### config.mk
export PLATFORM = sky130hd
export DESIGN_NAME = sum_accumulator
export DESIGN_NICKNAME = d
export VERILOG_FILES = /design/src/rtl/sum_accumulator.sv
export SDC_FILE = /design/constraint.sdc
export NUM_CORES = 1
export LEC_CHECK = 0
export BUFFER_PORTS_ARGS = -buffer_cell sky130_fd_sc_hd__buf_4
export CAP_MARGIN = 5
export CELL_PAD_IN_SITES_DETAIL_PLACEMENT = 1
export CELL_PAD_IN_SITES_GLOBAL_PLACEMENT = 1
export CORE_MARGIN = 3
export CORE_UTILIZATION = 30
export CTS_CLUSTER_DIAMETER = 100
export CTS_CLUSTER_SIZE = 16
export DETAILED_ROUTE_END_ITERATION = 8
export PLACE_DENSITY_LB_ADDON = 0.1
export SLEW_MARGIN = 10
export SYNTH_ARGS = -nofsm -noshare
export SYNTH_HDL_FRONTEND = slang
export SYNTH_SLANG_ARGS = --single-unit
export TNS_END_PERCENT = 30
### constraint.sdc
create_clock -name clk -period 3.2 [get_ports clk]
set_input_delay 0 -clock clk [delete_from_list [all_inputs] [get_ports clk]]
set_output_delay 0 -clock clk [all_outputs]
set_load 0.005 [all_outputs]
### src/rtl/sum_accumulator.sv
// ---------------------------------------------------------------------------
// sum_accumulator
//
// Downstream stage of the hierarchical adder. Adds DEPTH consecutive valid
// (WIDTH+1)-bit sums into one frame total and offers that total on a
// valid/ready handshake. A sum that arrives while a finished total is still
// waiting for the consumer is discarded, and the sticky 'dropped' flag is set.
//
// Ports
//   clk        single clock, all state changes on the rising edge
//   rst        asynchronous reset, active low
//   clear      synchronous frame abort, active high, highest priority
//   sum_in     sum word from the adder (WIDTH+1 bits)
//   sum_valid  sum_in is valid this cycle (the adder cannot be stalled)
//   acc_out    frame total, stable while acc_valid is high
//   acc_valid  frame total available
//   acc_ready  consumer takes acc_out when acc_valid & acc_ready
//   fill       number of sums accumulated in the current frame
//   dropped    sticky flag, a sum was discarded since the last clear/reset
// ---------------------------------------------------------------------------
module sum_accumulator #(
   parameter int WIDTH = 8,
   parameter int DEPTH = 4
) (
   input  logic                                 clk,
   input  logic                                 rst,
   input  logic                                 clear,
   input  logic [WIDTH:0]                       sum_in,
   input  logic                                 sum_valid,
   output logic [WIDTH+1+$clog2(DEPTH)-1:0]     acc_out,
   output logic                                 acc_valid,
   input  logic                                 acc_ready,
   output logic [$clog2(DEPTH):0]               fill,
   output logic                                 dropped
);

   // Total width leaves room for DEPTH maximal sums, so no wrap can occur.
   localparam int ACC_W = WIDTH + 1 + $clog2(DEPTH);
   localparam int CNT_W = $clog2(DEPTH) + 1;

   typedef enum logic [1:0] {
      IDLE  = 2'd0,
      ACCUM = 2'd1,
      HOLD  = 2'd2
   } state_t;

   state_t           state_q, state_d;
   logic [ACC_W-1:0] acc_q, acc_d;
   logic [CNT_W-1:0] fill_q, fill_d;
   logic             valid_q, valid_d;
   logic             dropped_q, dropped_d;

   logic [ACC_W-1:0] sum_ext;
   logic [CNT_W-1:0] fill_inc;

   assign sum_ext  = ACC_W'(sum_in);
   assign fill_inc = fill_q + CNT_W'(1);

   // State and every output live in flops; the asynchronous reset throws away
   // any partial or pending total immediately, without waiting for an edge.
   always_ff @(posedge clk or negedge rst) begin
      if (!rst) begin
         state_q   <= IDLE;
         acc_q     <= '0;
         fill_q    <= '0;
         valid_q   <= 1'b0;
         dropped_q <= 1'b0;
      end else begin
         state_q   <= state_d;
         acc_q     <= acc_d;
         fill_q    <= fill_d;
         valid_q   <= valid_d;
         dropped_q <= dropped_d;
      end
   end

   // Next-state and next-output logic. Everything holds by default; clear
   // overrides all other events, including a handshake in the same cycle.
   // In HOLD a simultaneous handshake and new sum starts the next frame
   // directly, which is what lets back-to-back frames run without a bubble.
   always_comb begin
      state_d   = state_q;
      acc_d     = acc_q;
      fill_d    = fill_q;
      valid_d   = valid_q;
      dropped_d = dropped_q;

      if (clear) begin
         state_d   = IDLE;
         acc_d     = '0;
         fill_d    = '0;
         valid_d   = 1'b0;
         dropped_d = 1'b0;
      end else begin
         case (state_q)
            IDLE: begin
               if (sum_valid) begin
                  acc_d   = sum_ext;
                  fill_d  = CNT_W'(1);
                  state_d = ACCUM;
               end
            end

            ACCUM: begin
               if (sum_valid) begin
                  acc_d  = acc_q + sum_ext;
                  fill_d = fill_inc;
                  if (fill_inc == CNT_W'(DEPTH)) begin
                     state_d = HOLD;
                     valid_d = 1'b1;
                  end
               end
            end

            HOLD: begin
               if (acc_ready) begin
                  valid_d = 1'b0;
                  if (sum_valid) begin
                     acc_d   = sum_ext;
                     fill_d  = CNT_W'(1);
                     state_d = ACCUM;
                  end else begin
                     acc_d   = '0;
                     fill_d  = '0;
                     state_d = IDLE;
                  end
               end else if (sum_valid) begin
                  dropped_d = 1'b1;
               end
            end

            default: begin
               state_d = IDLE;
               acc_d   = '0;
               fill_d  = '0;
               valid_d = 1'b0;
            end
         endcase
      end
   end

   assign acc_out   = acc_q;
   assign acc_valid = valid_q;
   assign fill      = fill_q;
   assign dropped   = dropped_q;

endmodule
==> impl_metrics.json <==
{
  "io_buffers": 29,
  "first_pass_iters": 4,
  "cts_num_sinks": 18,
  "p_leak_nw": 0.763,
  "synth_xor_area_share_pct": 3.41,
  "grt-busiest-layer": "met2",
  "crit_path_cell_trace": "dlygate4sd3_1 -> buf_4 -> ha_1 -> fa_1 -> a211oi_1 -> o21ai_1 -> a21oi_1 -> xor2_1 -> o21ai_0",
  "grt_pass1_wl_mm": 6.27,
  "status": "completed",
  "gr-total-overflow": 0,
  "root_buffer": "clkbuf_8",
  "synth_top_area_cell": "dfrtp_1",
  "hold_viol_final": 0,
  "intPower_mw": 0.424,
  "switchingPower_mw": 0.198,
  "clk_path_buf_depth": 2,
  "final.period_utilization_pct": 68.0,
  "insertion_delay_ns": 0.26,
  "grt_util_met3_pct": 2.66,
  "diodes": 0,
  "synthMuxAreaShare_pct": 0.779,
  "die_x_um": 71.4,
  "start_kind": "input pin",
  "synth_top_family_by_area": "compound AO/OA/AOI/OAI gates",
  "powerDensity_nw_per_um2": 379,
  "drv_slew": 0,
  "grt_usage_pct": 15.2,
  "ys_warn_count": 0,
  "ir_worst_vdd_mv": 0.203,
  "postLayoutCoreUtil_pct": 40.4,
  "setup_violations": 0,
  "cp_num_buf_inv": 2,
  "routedWlPerCell_um": 15.8,
  "areaGrowthSynthToFinish_pct": 27.7,
  "first_iter_violations": 51,
  "cts.clk_slew.worst_paths_ns": 0.07,
  "coreArea_um2": 4060,
  "final.setup.tns_ns": 0,
  "synthesis.nets": 159,
  "die_area_um2": 5100,
  "dp_hpwl_mm": 2.58,
  "seqPwrFrac_pct": 42.4,
  "netlist_instances": 133,
  "antenna_found_initial": 0,
  "cts_tree": "built",
  "use_met1_pct": 20.2,
  "combPwrFrac_pct": 31.1,
  "synth_seq_cells": 18,
  "fmax_ghz": 0.459,
  "cp_max_fo": 3,
  "critPathMaxStageDelay_ns": 0.54,
  "switching_share_pct": 31.8,
  "synth_fa_ha_area_share_pct": 12.3,
  "fill_cells": 473,
  "fin_nets": 195,
  "synth_edf_count": 0,
  "crit_slowest_cell": "dlygate4sd3_1",
  "htree_levels": 1,
  "ios": 30,
  "wl_mm": 3.43,
  "drive_gt1_share_pct": 21.0,
  "cts_setup_buffers": 0,
  "grt_max_degree": 23,
  "synthArstFlopShare_pct": 100,
  "worstMarginPinSlew_ns": 0.830,
  "hp-class": "input pin to flop",
  "synth_compound_area_share_pct": 26.9,
  "synth_area_per_cell_um2": 9.66,
  "ant_nets": 0,
  "cp_top_family": "compound AO/OA/AOI/OAI gates",
  "cp_data_required_time_ns": 3.33,
  "period_needed_ns": 2.18,
  "synthSimpleGateAreaFrac_pct": 18.2,
  "synth_cell_types": 42,
  "via_count": 1163,
  "rsz0062_at_grt": "no",
  "timing.slew.headroom_pct": 44.5,
  "pwr-share-clk_pct": 26.5,
  "synth_commonest_cells": "18 x dfrtp_1, 11 x ha_1, 11 x o21ai_0",
  "synthFlopType": "dfrtp_1",
  "arrival_ns": 2.30,
  "die_y_um": 71.4,
  "cp-end-kind": "flop",
  "seq_area_frac_synth_pct": 35.1,
  "synth.most_common_cell": "dfrtp_1",
  "routed_via_density": 5.36,
  "syn_area_um2": 1280,
  "rows": 23,
  "synth_top_cell_area_share_pct": 35.1,
  "path_class": "input pin to flop",
  "start_util_pct": 31.7,
  "gp_congestion": 0.755,
  "finClkSkew_ns": 0.00461,
  "met2_usage_pct": 26.0,
  "maxCapViolCount": 0,
  "grt_pass1_vias": 1252,
  "drc_errors": 0,
  "synthTopCellsByArea": "dfrtp_1 35%, ha_1 11%, o21ai_0 4.3%",
  "cts_buffers": 3
}
worst reg2reg max path: stages, from the launching register on:
cell	delay, ns
dfrtp_1	0.40
ha_1	0.21
fa_1	0.43
a211oi_1	0.38
o21ai_1	0.16
a21oi_1	0.20
xor2_1	0.15
o21ai_0	0.08
path summary, 6_finish.rpt:
kind	to	cells after the start	slack, ns	from
hold / removal	acc_out[1]	2	0.005	sum_in[1]
max in group asynchronous	fill[2]	2	2.84	rst
min in group asynchronous	acc_out[1]	2	0.15	rst
setup reg to reg	acc_out[8]	7	1.04	acc_out[0]
hold reg to reg	dropped	2	0.53	dropped
setup / recovery	acc_out[8]	9	1.02	sum_in[0]
flip-flops by register name, summed over array words and instances, names as in the netlist:
signal     flops
acc_valid      1
dropped        1
acc_out       11
fill           3
state_q        2
power groups by stage:
stage / sequential (mW) / clock [mW] / combinational (mW)
2_1_floorplan: 0.263 / 0 / 0.124
3_3_place_gp: 0.267 / 0 / 0.185
3_5_place_dp: 0.268 / 0 / 0.190
4_1_cts: 0.264 / 0.169 / 0.197
5_1_grt: 0.267 / 0.179 / 0.224
6_report: 0.263 / 0.165 / 0.194
layer usage:
metal | vias to the layer above | routed length [um] | share of wire [%]
met5 | - | 0 | 0
met4 | 0 | 22 | 0.64
met3 | 2 | 146 | 4.3
met2 | 21 | 1690 | 49
met1 | 566 | 1580 | 46
li1 | 574 | - | -
metrics by stage:
stage / hold WS, ns / setup slack, ns / power, mW / instance area [um^2] / cells
3_5_place_dp: -0.102 / 1.05 / 0.458 / 1530 / 207
5_1_grt: 0.00489 / 0.807 / 0.670 / 1640 / 217
3_3_place_gp: -0.103 / 1.09 / 0.452 / 1530 / 207
2_1_floorplan: -0.296 / 1.23 / 0.387 / 1280 / 133
4_1_cts: 0.00520 / 1.02 / 0.630 / 1640 / 217
6_report: 0.00508 / 1.02 / 0.622 / 1640 / 217
area by class of cell:
| class | count | area, um^2 | area share, % |
|---|---|---|---|
| inverter | 2 | 7.51 | 0.458 |
| multi-input combinational | 108 | 791 | 48.2 |
| sequential | 18 | 450 | 27.5 |
| clock buffer | 3 | 41.3 | 2.52 |
| tap | 50 | 62.6 | 3.81 |
| timing repair buffer | 36 | 288 | 17.5 |
placed cells by master, fill, tap and decap left out, types with 2 or more instances in the layout:
master         count
nand2_1           10
buf_4             29
a211oi_1           2
clkbuf_8           3
a221o_1            3
inv_1              2
o211ai_1           2
ha_1              11
a31oi_1            4
o21a_1             4
a21oi_1            6
nand3_1            2
a22oi_1            5
nor2_1             8
o31ai_1            2
a21boi_0           2
o22a_1             2
nor3_1             3
a21o_1             3
nor2b_1            3
dfrtp_1           18
nand2b_1           3
o21ai_0           11
xnor2_1            2
dlygate4sd3_1      7
o21ai_1            2
xor2_1             3
what timing repair did:
item / in CTS / in global routing
gates resized for setup: 0 / 0
hold buffers: 7 / 0
hold endpoints to repair: 24 / 0
logic make-up (layout without fill, tap and decap cells):
kind of cell | Yosys count | count (layout)
AO/OA/AOI/OAI | 51 | 51
AND/OR/NAND/NOR | 39 | 39
flip-flops | 18 | 18
adder cells (fa/ha/maj) | 12 | 12
buffers and inverters | 7 | 41
XOR/XNOR | 5 | 5
multiplexers | 1 | 1
Power figures use the tool's default switching activity.
